--- config.mk ---
export PLATFORM = sky130hd
export DESIGN_NAME = pc_fetch_unit_flat
export DESIGN_NICKNAME = d
export VERILOG_FILES = /design/src/rtl/pc_fetch_if.sv /design/src/rtl/pc_fetch_unit.sv /design/src/flat_wrapper.sv
export SDC_FILE = /design/constraint.sdc
export NUM_CORES = 1
export LEC_CHECK = 0
export CAP_MARGIN = 20
export CORE_AREA = 2 2 150 152
export CTS_BUF_LIST = sky130_fd_sc_hd__clkbuf_4 sky130_fd_sc_hd__clkbuf_8
export CTS_CLUSTER_DIAMETER = 50
export DETAILED_ROUTE_END_ITERATION = 10
export DIE_AREA = 0 0 152 154
export GPL_TIMING_DRIVEN = 0
export PLACE_DENSITY = 0.68
export SETUP_SLACK_MARGIN = 0.5
export SLEW_MARGIN = 20
export SYNTH_ARGS = -nofsm -noshare
export SYNTH_HDL_FRONTEND = slang
export SYNTH_SLANG_ARGS = --single-unit
--- constraint.sdc ---
create_clock -name clk -period 3.8 [get_ports clk]
set_input_delay 0.57 -clock clk [delete_from_list [all_inputs] [get_ports clk]]
set_output_delay 0.57 -clock clk [all_outputs]
set_load 0.02 [all_outputs]
--- src/rtl/pc_fetch_if.sv ---
// Fetch-unit bus bundle: instruction-memory request/response, decode
// handoff, and the resolved branch/jump redirect inputs.
interface pc_fetch_if #(
  parameter int ADDR_W  = 32,
  parameter int INSTR_W = 32
);
  logic               imem_req_valid;
  logic               imem_req_ready;
  logic [ADDR_W-1:0]  imem_req_addr;
  logic               imem_rsp_valid;
  logic [INSTR_W-1:0] imem_rsp_data;
  logic               instr_valid;
  logic               instr_ready;
  logic [INSTR_W-1:0] instr;
  logic [ADDR_W-1:0]  instr_pc;
  logic               branch_taken;
  logic [ADDR_W-1:0]  branch_pc;
  logic [ADDR_W-1:0]  branch_offset;
  logic               jump;
  logic [ADDR_W-1:0]  jump_target;

  // Fetch unit side
  modport master (
    output imem_req_valid, imem_req_addr,
    input  imem_req_ready, imem_rsp_valid, imem_rsp_data,
    output instr_valid, instr, instr_pc,
    input  instr_ready,
    input  branch_taken, branch_pc, branch_offset, jump, jump_target
  );

  // Environment side: instruction memory, decode and branch resolution
  modport slave (
    input  imem_req_valid, imem_req_addr,
    output imem_req_ready, imem_rsp_valid, imem_rsp_data,
    input  instr_valid, instr, instr_pc,
    output instr_ready,
    output branch_taken, branch_pc, branch_offset, jump, jump_target
  );
endinterface

--- src/rtl/pc_fetch_unit.sv ---
// Program counter and instruction fetch sequencer. Issues one memory
// request at a time, presents the returned instruction to decode, and
// redirects on a taken branch or jump, discarding any stale response.
module pc_fetch_unit #(
  parameter int                ADDR_W   = 32,
  parameter int                INSTR_W  = 32,
  parameter logic [ADDR_W-1:0] RESET_PC = '0
) (
  input  logic     clk,
  input  logic     reset,
  pc_fetch_if.master bus
);

  typedef enum logic [1:0] {
    IDLE = 2'd0,
    REQ  = 2'd1,
    WAIT = 2'd2,
    HOLD = 2'd3
  } state_t;

  state_t             state_q;
  logic [ADDR_W-1:0]  pc_q;
  logic               drop_q;
  logic               req_valid_q;
  logic [ADDR_W-1:0]  req_addr_q;
  logic               instr_valid_q;
  logic [INSTR_W-1:0] instr_q;
  logic [ADDR_W-1:0]  instr_pc_q;

  logic               redir;
  logic [ADDR_W-1:0]  br_tgt;
  logic [ADDR_W-1:0]  tgt_raw;
  logic [ADDR_W-1:0]  redir_tgt;
  logic [ADDR_W-1:0]  pc_inc;
  logic [ADDR_W-1:0]  next_req_pc;

  // Redirect target selection; jump outranks branch, result word aligned
  always_comb begin
    redir       = bus.jump | bus.branch_taken;
    br_tgt      = bus.branch_pc + ADDR_W'(4) + (bus.branch_offset << 2);
    tgt_raw     = bus.jump ? bus.jump_target : br_tgt;
    redir_tgt   = {tgt_raw[ADDR_W-1:2], 2'b00};
    pc_inc      = pc_q + ADDR_W'(4);
    next_req_pc = redir ? redir_tgt : pc_q;
  end

  // Fetch FSM with registered request and decode-side outputs
  always_ff @(posedge clk or posedge reset) begin
    if (reset) begin
      state_q       <= IDLE;
      pc_q          <= RESET_PC;
      drop_q        <= 1'b0;
      req_valid_q   <= 1'b0;
      req_addr_q    <= '0;
      instr_valid_q <= 1'b0;
      instr_q       <= '0;
      instr_pc_q    <= '0;
    end else begin
      if (redir) pc_q <= redir_tgt;
      case (state_q)
        IDLE: begin
          state_q     <= REQ;
          req_valid_q <= 1'b1;
          req_addr_q  <= next_req_pc;
        end
        REQ: begin
          // The outstanding address is never changed before acceptance;
          // a redirect here only marks the eventual response as stale.
          if (bus.imem_req_ready) begin
            req_valid_q <= 1'b0;
            state_q     <= WAIT;
          end
          if (redir) drop_q <= 1'b1;
        end
        WAIT: begin
          if (bus.imem_rsp_valid) begin
            if (drop_q || redir) begin
              drop_q      <= 1'b0;
              state_q     <= REQ;
              req_valid_q <= 1'b1;
              req_addr_q  <= next_req_pc;
            end else begin
              instr_q       <= bus.imem_rsp_data;
              instr_pc_q    <= pc_q;
              instr_valid_q <= 1'b1;
              pc_q          <= pc_inc;
              state_q       <= HOLD;
            end
          end else if (redir) begin
            drop_q <= 1'b1;
          end
        end
        HOLD: begin
          // A redirect flushes the held instruction even if decode is ready
          if (redir || bus.instr_ready) begin
            instr_valid_q <= 1'b0;
            state_q       <= REQ;
            req_valid_q   <= 1'b1;
            req_addr_q    <= next_req_pc;
          end
        end
        default: state_q <= IDLE;
      endcase
    end
  end

  assign bus.imem_req_valid = req_valid_q;
  assign bus.imem_req_addr  = req_addr_q;
  assign bus.instr_valid    = instr_valid_q;
  assign bus.instr          = instr_q;
  assign bus.instr_pc       = instr_pc_q;

endmodule
--- src/flat_wrapper.sv ---
// flat-port wrapper written by rule: the top's interface ports become plain ports
module pc_fetch_unit_flat 
#(
  parameter int                ADDR_W   = 32,
  parameter int                INSTR_W  = 32,
  parameter logic [ADDR_W-1:0] RESET_PC = '0
)
  (clk, reset, bus_imem_req_valid, bus_imem_req_addr, bus_imem_req_ready, bus_imem_rsp_valid, bus_imem_rsp_data, bus_instr_valid, bus_instr, bus_instr_pc, bus_instr_ready, bus_branch_taken, bus_branch_pc, bus_branch_offset, bus_jump, bus_jump_target);
  pc_fetch_if #(.ADDR_W(ADDR_W), .INSTR_W(INSTR_W)) bus_i ();
  input  logic clk;
  input  logic reset;
  output wire logic [$bits(bus_i.imem_req_valid)-1:0] bus_imem_req_valid;
  output wire logic [$bits(bus_i.imem_req_addr)-1:0] bus_imem_req_addr;
  input wire logic [$bits(bus_i.imem_req_ready)-1:0] bus_imem_req_ready;
  input wire logic [$bits(bus_i.imem_rsp_valid)-1:0] bus_imem_rsp_valid;
  input wire logic [$bits(bus_i.imem_rsp_data)-1:0] bus_imem_rsp_data;
  output wire logic [$bits(bus_i.instr_valid)-1:0] bus_instr_valid;
  output wire logic [$bits(bus_i.instr)-1:0] bus_instr;
  output wire logic [$bits(bus_i.instr_pc)-1:0] bus_instr_pc;
  input wire logic [$bits(bus_i.instr_ready)-1:0] bus_instr_ready;
  input wire logic [$bits(bus_i.branch_taken)-1:0] bus_branch_taken;
  input wire logic [$bits(bus_i.branch_pc)-1:0] bus_branch_pc;
  input wire logic [$bits(bus_i.branch_offset)-1:0] bus_branch_offset;
  input wire logic [$bits(bus_i.jump)-1:0] bus_jump;
  input wire logic [$bits(bus_i.jump_target)-1:0] bus_jump_target;
  assign bus_imem_req_valid = bus_i.imem_req_valid;
  assign bus_imem_req_addr = bus_i.imem_req_addr;
  assign bus_i.imem_req_ready = bus_imem_req_ready;
  assign bus_i.imem_rsp_valid = bus_imem_rsp_valid;
  assign bus_i.imem_rsp_data = bus_imem_rsp_data;
  assign bus_instr_valid = bus_i.instr_valid;
  assign bus_instr = bus_i.instr;
  assign bus_instr_pc = bus_i.instr_pc;
  assign bus_i.instr_ready = bus_instr_ready;
  assign bus_i.branch_taken = bus_branch_taken;
  assign bus_i.branch_pc = bus_branch_pc;
  assign bus_i.branch_offset = bus_branch_offset;
  assign bus_i.jump = bus_jump;
  assign bus_i.jump_target = bus_jump_target;
  pc_fetch_unit #(.ADDR_W(ADDR_W), .INSTR_W(INSTR_W), .RESET_PC(RESET_PC)) u_core (.clk(clk), .reset(reset), .bus(bus_i));
endmodule
**Word level (Yosys, flattened, before mapping)**

Index checks and enable logic that the tools add are counted.

- Bits in registers: 133
- Latch bits: 0
- Bits in writable memories: 0
- Memory bits (read-only): 0
- Bits of input ports: 135
- Output and inout bits: 98
- Logic and storage cells: 61
- Memories: 0

- Add/subtract/negate cells: 3
- Multiply operators: 0
- Divide/modulo/power cells: 0
- Magnitude comparators: 0
- Equality and inequality tests: 9
- Shift-type cells: 0
- Muxes and demuxes: 27
- Bitwise gates (word level): 2
- Reductions and logical operators: 12

Operators by type and width:

| kind | count |
|---|---|
| 2-to-1 mux 32 bit | 8 |
| one-hot mux 32 bit (3 select lines) | 1 |
| adder 32 x 3 -> 32 bit (second input constant) | 2 |
| adder 32 bit | 1 |
| AND reduction 4 bit | 3 |
| 2-to-1 mux 1 bit | 10 |
| 2-to-1 mux 2 bit | 4 |
| one-hot mux 2 bit (4 select lines) | 1 |
| inequality test 2 bit (second input constant) | 3 |
| AND reduction 3 bit | 2 |
| equality test 2 bit (second input constant) | 2 |
| inequality test 2 x 1 -> 1 bit (second input constant) | 2 |
| one-hot mux 1 bit (2 select lines) | 2 |
| one-hot mux 1 bit (4 select lines) | 1 |
| nonzero test 2 bit | 2 |
| inequality test 3 x 2 -> 1 bit (second input constant) | 1 |
| nonzero test 3 bit | 1 |
| equality test 2 x 1 -> 1 bit (second input constant) | 1 |
| logical NOT 2 bit | 1 |
| logical OR 1 bit | 2 |
| AND reduction 2 bit | 1 |
| inverter 1 bit | 1 |
| OR 1 bit | 1 |

**Logic depth before layout (Yosys ltp)**

Gate-level depths: netlist of run 1.

- Depth in word-level cells: 7
- Depth in mapped cells: 13
- Mapped depth without buffers: 13

**Worst setup path after synthesis of run 1**

Ideal clock, no wire load.

- Kind: in2reg
- Start point: input port bus_branch_offset[1]
- End point: register u_core.req_addr_q[23], in the netlist u_core.bus.imem_req_addr[23]
- Arrival time: 2906 ps
- Data required time: 3666 ps
- Slack: 760 ps
- Stages on the path: 11
- Buffers on the path: 0
- Path through: ha_1 > ha_1 > fa_1 > a211oi_2 > o211ai_2 > a21boi_2 > o21ai_1 > a31oi_1 > nor3_1 > o41ai_1 > o21ai_0

- Longest elaborated chain between the ends: 6

RTL lines:

| item | line | text |
|---|---|---|
| start, declared | flat_wrapper.sv:23 | `input wire logic [$bits(bus_i.branch_offset)-1:0] bus_branch_offset;` |
| adder 32 bit * | pc_fetch_unit.sv:40 | `br_tgt = bus.branch_pc + ADDR_W'(4) + (bus.branch_offset << 2);` |
| 2-to-1 mux 32 bit * | pc_fetch_unit.sv:41 | `tgt_raw = bus.jump ? bus.jump_target : br_tgt;` |
| 2-to-1 mux 32 bit * | pc_fetch_unit.sv:44 | `next_req_pc = redir ? redir_tgt : pc_q;` |
| 2-to-1 mux 32 bit | pc_fetch_unit.sv:77 | `if (drop_q \|\| redir) begin` |
| 2-to-1 mux 32 bit | pc_fetch_unit.sv:76 | `if (bus.imem_rsp_valid) begin` |
| one-hot mux 32 bit (3 select lines) * | pc_fetch_unit.sv:60 | `case (state_q)` |
| end signal, assigned | pc_fetch_unit.sv:64 | `req_addr_q <= next_req_pc;` |
| end signal, assigned | pc_fetch_unit.sv:81 | `req_addr_q <= next_req_pc;` |
| end signal, assigned | pc_fetch_unit.sv:99 | `req_addr_q <= next_req_pc;` |
| end, declared | pc_fetch_unit.sv:25 | `logic [ADDR_W-1:0] req_addr_q;` |

Every way passes the cells marked *; elsewhere a longest branch is shown, timed or not. The select of a mux whose other input is x is not followed.
A chain may end at the register's enable or synchronous reset.

**Final worst setup path of run 1**

- Start point: input port bus_branch_offset[5]
- End point: register u_core.req_addr_q[31], in the netlist u_core.bus.imem_req_addr[31]

The elaborated chain is that of the path after synthesis.

==> metrics.txt, run 1 <==
run status completed; setup repair after global routing missed its margin true; Via-to-Cell Ratio 5.15; share of the clock period used by the worst path 84.2%; global route total overflow 0; antenna violations before repair 1; Total Die Area 23400 um^2; CTS root buffer sky130_fd_sc_hd__clkbuf_8; cell leakage power 0.00519 uW; Max stage delay on crit path 0.43 ns; ys flop type sky130_fd_sc_hd__dfrtp_1; number of hold buffers added after cts 0; critical-path cell with the highest stage delay sky130_fd_sc_hd__or3_1; Core Footprint 21700 um^2; cell-by-cell trace of the critical path clkdlybuf4s50_1 -> ha_1 -> ha_1 -> o21ai_0 -> o211ai_2 -> nand4_2 -> a31oi_4 -> a2111oi_4 -> or3_1 -> a31oi_4 -> a21oi_1; initial core utilization 37.6%; synthesized area per cell 8.46 um^2; fmax 313 MHz; EDFF count, synth 0; Worst Path Class, Setup input port to flip-flop; total wire length 26100 um; post-DR wirelength/cell 17.3 um; All-Layer GR Usage 21.8%; via count 7770; Placed Instance Area 10800 um^2; post-synthesis cell count 965; ANT nets after route 0; maximum fanout count along the critical path 4; Distinct cells, synth 72; clock tree from TritonCTS built; later-pin clock latency in the skew report 0.45 ns; Pwr Density 483 nW/um^2; sum of buffers and inverters on the critical path 1; buffers added on ports 224; setup slack at placement -0.329 ns; register-to-register setup slack 1.24 ns; post-synthesis instance area 8160 um^2; CTS sink count 133; hold violation total from the final report 0; chip width 152 um; final net count 1412; number of buffers inserted during clock tree synthesis 17; CP required 4.10 ns; final RePlAce weighted congestion 0.883; num ports 233; total of endpoints with negative setup slack in the final report 0; Starting DRT DRC Count 464; Clock Skew 0.0162 ns; first-pass GRT wire length 40600 um; critical path's top delay family compound AO/OA/AOI/OAI gates; number of flip-flops and latches in the synthesized netlist 133; share of synthesized flip-flops with an asynchronous set or reset 100%; clock-pin transition on the worst setup and hold timing paths 0.08 ns; startpoint types input port; share of the core filled with cells in the final layout 52.7%; proportion of layout cells with a drive suffix above 1 7.58%; via count of the first global-routing pass 7410; max-slew violations 0; Post-route DRC 0; maximum number of pins on one net before global-route repair 33; number of buffers on the longest clock path 2; worst r2r path cells 7; worst slew pin tran 0.775 ns; Syn Nets 1163; Worst R2R End u_core.bus.imem_req_addr[0]; time the final worst path needs with I/O delays and setup 3.20 ns; FF-to-FF Start u_core.state_q[0]; H-tree Lvls 4; FP Rows 54; Synth Warn # 0; worst min-delay path category input port to async pin; proportion of synthesized chip area in sequential cells 40.8%; post-detailed-placement half-perimeter wirelength 20600 um; Fin Setup TNS 0 ns; Post-Layout Inst Area 11400 um^2; setup slack of the critical path after layout 0.601 ns; relative slew slack 48.4%; max-capacitance violation count 0; signal arrival time at the worst endpoint 3.50 ns; Chip Height 154 um; area delta synth->final 39.9%; count of TritonRoute iterations in the first routing pass 5; Critical Path Start bus_branch_offset[5]; VDD IR max 252 uV; kind of end point of the critical path flip-flop; fillcell total 2031
## state kept, by name, summed over array words and instances (netlist names)
signal                     cells
u_core.state_q                 2
u_core.bus.instr_pc           32
u_core.pc_q                   32
u_core.bus.imem_req_valid      1
u_core.bus.imem_req_addr      32
u_core.bus.instr_valid         1
u_core.bus.instr              32
u_core.drop_q                  1
## cell usage after synthesis, types with 3 or more instances
cell type                   number  area share, %
sky130_fd_sc_hd__clkbuf_1       24            1.1
sky130_fd_sc_hd__o21ai_0        76            4.7
sky130_fd_sc_hd__a211oi_1        7           0.64
sky130_fd_sc_hd__buf_2          18            1.1
sky130_fd_sc_hd__nand4_1         7           0.54
sky130_fd_sc_hd__or2_2           5           0.38
sky130_fd_sc_hd__mux2_2          3           0.41
sky130_fd_sc_hd__xor2_1         11            1.2
sky130_fd_sc_hd__a21o_1         12            1.1
sky130_fd_sc_hd__dfrtp_1       133             41
sky130_fd_sc_hd__o22ai_1         5           0.38
sky130_fd_sc_hd__nand2_1       264             12
sky130_fd_sc_hd__o211ai_1       11            1.0
sky130_fd_sc_hd__xnor2_1        29            3.1
sky130_fd_sc_hd__nand3_1        21            1.3
sky130_fd_sc_hd__buf_1           3           0.14
sky130_fd_sc_hd__o21a_1          3           0.28
sky130_fd_sc_hd__nor4_1          7           0.54
sky130_fd_sc_hd__ha_1           62            9.5
sky130_fd_sc_hd__nor3_1         12           0.74
sky130_fd_sc_hd__a21oi_1        53            3.2
sky130_fd_sc_hd__and3_1         14            1.1
sky130_fd_sc_hd__nand2b_1        4           0.31
sky130_fd_sc_hd__o31ai_1         6           0.55
sky130_fd_sc_hd__nor2b_1         5           0.38
sky130_fd_sc_hd__nor3b_1         3           0.28
sky130_fd_sc_hd__nor2_1         54            2.5
sky130_fd_sc_hd__and2_1          8           0.61
sky130_fd_sc_hd__inv_1          26            1.2
sky130_fd_sc_hd__or3_1           5           0.38
sky130_fd_sc_hd__mux2i_1        12            1.5
sky130_fd_sc_hd__a31oi_1        10           0.77
sky130_fd_sc_hd__nand3b_1        4           0.37
sky130_fd_sc_hd__o21ai_1         4           0.25
sky130_fd_sc_hd__o2bb2ai_1       3           0.32
## stage by stage
stage	power (uW)	hold slack (ns)	instances
after floorplan	3100	0.430	965
after global placement	4080	0.445	1469
after detailed placement	4110	0.461	1473
after CTS	5510	0.439	1506
after global routing	5800	0.472	1507
final	5520	0.454	1508
## logic make-up (layout without fill, tap and decap cells)
family          after synthesis  count (layout)  share of synthesized area, %
compound gates              221             221                          17.3
other cells                   0               1                             0
buf+inv                      73             335                          3.72
simple gates                420             420                          22.3
mux                          15              15                          1.89
xor+xnor                     40              40                          4.29
flops                       133             133                          40.8
fa+ha+maj                    63              63                          9.75
## routing by layer
layer / track usage [%] / part of all wire (%) / up-vias
met5: 0 / 0 / -
met4: 5.07 / 1.4 / 0
met3: 4.65 / 6.2 / 25
met2: 35.7 / 46 / 287
met1: 29.7 / 46 / 3618
li1: - / - / 3840
## report_power, final
group          switching [uW]  internal, uW  total [uW]
Clock                     602           786        1390
Sequential                224          1710        1930
Combinational            1220           974        2190
## layout by cell type (no fill, tap or decap), types with 6 or more instances in the layout
| cell | count |
|---|---|
| sky130_fd_sc_hd__ha_1 | 60 |
| sky130_fd_sc_hd__mux2i_1 | 11 |
| sky130_fd_sc_hd__nor4_1 | 6 |
| sky130_fd_sc_hd__xnor2_1 | 29 |
| sky130_fd_sc_hd__a31oi_1 | 9 |
| sky130_fd_sc_hd__clkbuf_1 | 24 |
| sky130_fd_sc_hd__inv_1 | 24 |
| sky130_fd_sc_hd__clkdlybuf4s50_1 | 222 |
| sky130_fd_sc_hd__dfrtp_1 | 133 |
| sky130_fd_sc_hd__o31ai_1 | 6 |
| sky130_fd_sc_hd__nor3_1 | 12 |
| sky130_fd_sc_hd__clkbuf_8 | 17 |
| sky130_fd_sc_hd__xor2_1 | 11 |
| sky130_fd_sc_hd__nand4_1 | 7 |
| sky130_fd_sc_hd__nor2_1 | 54 |
| sky130_fd_sc_hd__a21o_1 | 12 |
| sky130_fd_sc_hd__and3_1 | 14 |
| sky130_fd_sc_hd__nand3_1 | 21 |
| sky130_fd_sc_hd__buf_2 | 18 |
| sky130_fd_sc_hd__o21ai_0 | 75 |
| sky130_fd_sc_hd__o211ai_1 | 11 |
| sky130_fd_sc_hd__nand2_1 | 264 |
| sky130_fd_sc_hd__a21oi_1 | 52 |
| sky130_fd_sc_hd__and2_1 | 8 |
## final cells by class
class	count	area, um^2	share of cell area (%)
clock inverter	15	229	2.00
clock buffer	17	234	2.05
inverter	27	105	0.920
antenna	1	2.50	0.0219
buffer	46	203	1.77
sequential	133	3330	29.1
timing repair buffer	230	2340	20.5
tap	280	350	3.07
multi-input combinational	759	4630	40.5
## worst max-delay path by stage
| stage | end | slack, ns | cells past startpoint |
|---|---|---|---|
| global route | u_core.bus.imem_req_addr[18] | 0.48 | 11 |
| floorplan | u_core.bus.imem_req_addr[23] | 0.76 | 11 |
| global placement | u_core.bus.imem_req_addr[23] | -0.31 | 12 |
| CTS | u_core.pc_q[31] | 0.51 | 12 |
| detailed placement | u_core.bus.imem_req_addr[23] | -0.33 | 12 |
| finish | u_core.bus.imem_req_addr[31] | 0.60 | 11 |
## repair_timing
item                                    in CTS  in global routing
pin swaps                                    3                 14
endpoints found under the hold margin        0                  0
endpoints found under the setup margin       4                 15
setup buffers                                1                  1
resized for setup                            3                 16
gates cloned                                 0                  0
No activity file was read; power rests on OpenSTA's default activity.
==> run 2: changes to the inputs <==
PLACE_DENSITY = 0.65   (was 0.68)
clock period = 3.11 ns   (was 3.8 ns; I/O delays follow)
==> run 2 against run 1 <==
- clock-buffer cell count is 3 higher
- total power grew 27%
- critical path type unchanged
- global-route usage grew 1.1 points
- critical endpoint is now u_core.pc_q[27]
==> metrics.txt, run 2 (synthesized netlist as in run 1, its figures left out) <==
signal arrival time at the worst endpoint 2.97 ns; initial core utilization 37.6%; num ports 233; maximum number of pins on one net before global-route repair 33; CP required 3.48 ns; highest-count cells in the layout ignoring fill and taps sky130_fd_sc_hd__nand2_1 (260), sky130_fd_sc_hd__clkdlybuf4s50_1 (177), sky130_fd_sc_hd__dfrtp_1 (133); count of TritonRoute iterations in the first routing pass 5; fmax 385 MHz; hold violation total from the final report 0; power dissipated by switching net loads 2620 uW; Worst Path Class, Setup input port to flip-flop; number of buffers inserted during clock tree synthesis 17; final RePlAce weighted congestion 0.903; clock tree from TritonCTS built; time the final worst path needs with I/O delays and setup 2.60 ns; CTS root buffer sky130_fd_sc_hd__clkbuf_8; Hold WS 0.450 ns; startpoint types input port; register share of total power 34.3%; share of the clock period used by the worst path 83.5%; Via-to-Cell Ratio 5.23; VDD IR max 267 uV; total of endpoints with negative setup slack in the final report 0; H-tree Lvls 4; relative slew slack 49.4%; total wire length 27600 um; clock-pin transition on the worst setup and hold timing paths 0.08 ns; global route total overflow 0; proportion of layout cells with a drive suffix above 1 18.0%; internal power 4350 uW; Clock Skew 0.00943 ns; number of buffers on the longest clock path 2; final net count 1455; Core Footprint 21700 um^2; worst min-delay path category input port to async pin; share of the core filled with cells in the final layout 58.1%; switching share of power 37.6%; chip width 152 um; setup repair after global routing missed its margin true; CTS sink count 133; first-pass GRT wire length 42700 um; max-slew violations 0; FP Rows 54; cell leakage power 0.00562 uW; maximum fanout count along the critical path 3; post-detailed-placement half-perimeter wirelength 20500 um; post-DR wirelength/cell 17.8 um; Chip Height 154 um; area delta synth->final 54.3%; worst slew pin tran 0.758 ns; commonest non-fill, non-tap cell in the layout sky130_fd_sc_hd__nand2_1; Pwr Density 554 nW/um^2; max-capacitance violation count 0; antenna violations before repair 1; clock share of power 22.3%; via count 8114; Post-route DRC 0; kind of end point of the critical path flip-flop; ANT nets after route 0; via count of the first global-routing pass 7875; number of hold buffers added after cts 0; Total Die Area 23400 um^2; run status completed; Comb pwr share 43.4%; buffers added on ports 224; Starting DRT DRC Count 535; later-pin clock latency in the skew report 0.45 ns; All-Layer GR Usage 22.9%
run 2: cell types whose count changed in the layout (fill, tap and decap cells not counted), sizes merged, moves of 3 or more:
cell	delta
dlymetal6s2s	+13
clkdlybuf4s50	-45
buf	+48
clkdlybuf4s15	+3
dlygate4sd2	+25
run 2: critical path, cell delays in order:
cell                       delay [ns]
sky130_fd_sc_hd__buf_6           0.10
sky130_fd_sc_hd__ha_4            0.23
sky130_fd_sc_hd__ha_4            0.16
sky130_fd_sc_hd__fa_2            0.41
sky130_fd_sc_hd__a211oi_4        0.30
sky130_fd_sc_hd__o211ai_4        0.14
sky130_fd_sc_hd__a21boi_4        0.21
sky130_fd_sc_hd__o21ai_4         0.12
sky130_fd_sc_hd__a32oi_2         0.21
sky130_fd_sc_hd__a31oi_2         0.13
sky130_fd_sc_hd__mux2_4          0.33
sky130_fd_sc_hd__a31oi_1         0.16
run 2: final cells by class:
cell class / count / area [um^2]
Fill cell: 1864 / 9090
Multi-Input combinational cell: 759 / 5480
Sequential cell: 133 / 3330
Timing Repair Buffer: 273 / 2680
Tap cell: 280 / 350
Clock buffer: 20 / 275
Buffer: 46 / 220
Clock inverter: 12 / 151
Inverter: 27 / 108
Antenna cell: 1 / 2.50
run 2: timing repair:
item / in CTS / in global routing
buffers inserted: 31 / 14
gates resized for setup: 126 / 65
endpoints found under the setup margin: 40 / 26
gates cloned: 0 / 0
pin swaps: 70 / 49
endpoints found under the hold margin: 0 / 0
run 2: routing by layer:
layer | vias to the layer above | wire length [um] | GRT usage [%]
li1 | 3949 | - | -
met1 | 3800 | 12100 | 30.0
met2 | 318 | 13200 | 38.5
met4 | 0 | 638 | 6.90
met3 | 47 | 1700 | 4.31
met5 | - | 0 | 0
run 2: worst paths after layout:
| kind | start | end | slack (ns) | depth (start not counted) |
|---|---|---|---|---|
| min in group clk | u_core.pc_q[0] | u_core.bus.instr_pc[0] | 0.47 | 2 |
| worst min register to register | u_core.pc_q[0] | u_core.bus.instr_pc[0] | 0.47 | 2 |
| worst max-delay path | bus_branch_offset[1] | u_core.pc_q[27] | 0.51 | 12 |
| max in group asynchronous | reset | u_core.bus.instr_pc[26] | 1.69 | 5 |
| worst max register to register | u_core.state_q[0] | u_core.bus.imem_req_addr[0] | 0.74 | 7 |
| worst min-delay path | reset | u_core.bus.imem_req_addr[3] | 0.45 | 2 |
run 2: through the flow:
step           std cells  area [um^2]  power (uW)  TNS [ns]  setup WS (ns)
2_1_floorplan        965         8310        3830         0          0.482
3_3_place_gp        1469        10900        5050    -46.83         -0.428
3_5_place_dp        1473        11000        5090     -8.43         -0.430
4_1_cts             1536        12100        6860         0          0.499
5_1_grt             1550        12600        7350         0          0.458
6_report            1551        12600        6980         0          0.512
run 2: power groups by stage:
stage	combinational [uW]	clock [uW]	sequential, uW
after floorplan	1150	0	2680
after global placement	2640	0	2410
after detailed placement	2680	0	2420
after CTS	2890	1580	2390
after global routing	3250	1670	2430
final	3030	1560	2390
==> run 3: changes to the inputs <==
PLACE_DENSITY = 0.68   (was 0.65)
clock period = 2.19 ns   (was 3.11 ns; I/O delays follow)
==> run 3 against run 2 <==
- critical endpoint unchanged
- clock-buffer cell count shrank 3
- clock skew grew 0.0026 ns
- final cell count grew 3.4%
- sequential power grew 42%
- sequential share of layout area shrank 2.2 points
- combinational power grew 71%
- register-to-register slack lost 0.73 ns
- first-iteration DRC count shrank 2.2%
- the flow now finishes with violations (setup timing)
- worst setup slack lost 0.76 ns
- critical path depth is the same
- highest routed layer unchanged
==> metrics.txt, run 3 (synthesized netlist as in run 1, its figures left out) <==
kind of end point of the critical path flip-flop; later-pin clock latency in the skew report 0.45 ns; Final Non-Filler Cells 1604; FF-to-FF Start u_core.pc_q[18]; proportion of layout cells with a drive suffix above 1 31.3%; Post-route DRC 0; first-pass GRT wire length 46300 um; global route total overflow 0; num ports 233; register share of total power 32.0%; startpoint types input port; via count 8609; max-slew violations 0; Worst R2R End u_core.pc_q[31]; VDD IR max 407 uV; hold violation total from the final report 0; clock-pin transition on the worst setup and hold timing paths 0.08 ns; commonest non-fill, non-tap cell in the layout sky130_fd_sc_hd__nand2_1; antenna violations before repair 1; Worst Path Class, Setup input port to flip-flop; Via-to-Cell Ratio 5.37; highest-count cells in the layout ignoring fill and taps sky130_fd_sc_hd__nand2_1 (247), sky130_fd_sc_hd__dfrtp_1 (133), sky130_fd_sc_hd__dlygate4sd2_1 (115); setup slack of the critical path after layout -0.248 ns; total wire length 30300 um; max-capacitance violation count 0; maximum fanout count along the critical path 3; worst slew pin tran 0.786 ns; CTS root buffer sky130_fd_sc_hd__clkbuf_8; run status complete, but fails checks; post-DR wirelength/cell 18.9 um; All-Layer GR Usage 24.8%; critical path's top delay family compound AO/OA/AOI/OAI gates; number of hold buffers added after cts 0; final net count 1509; fillcell total 1744; initial core utilization 37.6%; Chip Height 154 um; Pwr Density 773 nW/um^2; maximum number of pins on one net before global-route repair 33; buffers added on ports 224; Fin Setup TNS -3.44 ns; setup slack at placement -1.19 ns; power dissipated by switching net loads 4200 uW; fmax 410 MHz; number of buffers on the longest clock path 2; via count of the first global-routing pass 8520; area delta synth->final 68.4%; internal power 6420 uW; Comb pwr share 48.7%; total of endpoints with negative setup slack in the final report 32; critical-path cell with the highest stage delay sky130_fd_sc_hd__fa_2; cell-by-cell trace of the critical path buf_6 -> ha_4 -> ha_4 -> fa_2 -> a211oi_4 -> o211ai_2 -> a21boi_2 -> o21ai_4 -> a32oi_2 -> a31oi_1 -> mux2_4 -> a31oi_1; Total Die Area 23400 um^2; clock tree from TritonCTS built; signal arrival time at the worst endpoint 2.80 ns; FP Rows 54; chip width 152 um; switching share of power 39.5%; relative slew slack 47.6%; Max stage delay on crit path 0.37 ns; failing checks setup timing; cell leakage power 0.00646 uW; setup repair after global routing missed its margin true; Core Footprint 21700 um^2; CTS sink count 133; count of TritonRoute iterations in the first routing pass 5; Clock Skew 0.0120 ns; final RePlAce weighted congestion 0.903; power consumption 10600 uW; CP required 2.55 ns; H-tree Lvls 4; register-to-register setup slack 0.01 ns; antenna diode count 0; share of the clock period used by the worst path 111%; worst r2r path cells 8; worst min-delay path category input port to async pin; post-detailed-placement half-perimeter wirelength 20700 um; number of buffers inserted during clock tree synthesis 17; ANT nets after route 0; clock share of power 19.3%; sum of buffers and inverters on the critical path 1; Placed Cells incl. Taps 1474; time the final worst path needs with I/O delays and setup 2.44 ns; Starting DRT DRC Count 523
## run 3: per-stage QoR
step | util, % | cell area (um^2) | hold WS, ns
finish | 63.4 | 13700 | 0.203
global route | 63.4 | 13700 | 0.207
CTS | 60.2 | 13100 | 0.187
detailed placement | 51.4 | 11100 | 0.449
global placement | 50.9 | 11000 | 0.457
floorplan | - | 8440 | 0.430
## run 3: area by class of cell
class | count | area (um^2) | share of cell area [%]
Buffer | 46 | 409 | 2.98
Inverter | 27 | 108 | 0.783
Sequential cell | 133 | 3330 | 24.2
Clock buffer | 17 | 234 | 1.70
Tap cell | 280 | 350 | 2.55
Timing Repair Buffer | 327 | 3040 | 22.1
Clock inverter | 15 | 156 | 1.14
Multi-Input combinational cell | 759 | 6120 | 44.5
## run 3: how the worst max path moves through the flow
stage,start,slack [ns],end,cells after the start
2_1_floorplan,bus_branch_offset[1],-0.37,u_core.pc_q[31],11
3_3_place_gp,bus_branch_offset[1],-1.15,u_core.pc_q[31],12
5_1_grt,bus_branch_pc[3],-0.34,u_core.pc_q[27],12
3_5_place_dp,bus_branch_offset[1],-1.19,u_core.pc_q[31],12
6_report,bus_branch_pc[3],-0.25,u_core.pc_q[27],12
4_1_cts,bus_branch_pc[3],-0.19,u_core.pc_q[27],12
## run 3: layer usage
metal | track usage [%] | share of wire, % | vias to the layer above
li1 | - | - | 4040
met3 | 5.67 | 7.0 | 80
met2 | 41.3 | 48 | 380
met4 | 9.30 | 3.6 | 0
met5 | 0 | 0 | -
met1 | 31.6 | 41 | 4109
## run 3: worst reg2reg max path, stage by stage, from the launching register on
cell and delay (ns):
sky130_fd_sc_hd__dfrtp_1 0.48, sky130_fd_sc_hd__and3_1 0.25, sky130_fd_sc_hd__nand4_1 0.28, sky130_fd_sc_hd__nor2_2 0.24, sky130_fd_sc_hd__nand4_1 0.18, sky130_fd_sc_hd__nor4_1 0.33, sky130_fd_sc_hd__xor2_1 0.20, sky130_fd_sc_hd__nor2_1 0.07
sky130_fd_sc_hd__a21oi_2 0.09
## run 3: what timing repair did
item                       4_1_cts  5_1_grt
cloned                           0        1
pin swaps                      161       60
resized for setup              506      118
buffers inserted                70       27
setup endpoints to repair      225      106
## run 3: power by group through the flow
stage	logic (uW)	registers [uW]	clock network (uW)
after detailed placement	3970	3410	0
after global placement	3900	3390	0
after CTS	4680	3360	2080
final	5170	3400	2050
after floorplan	1780	3810	0
after global routing	5480	3440	2190
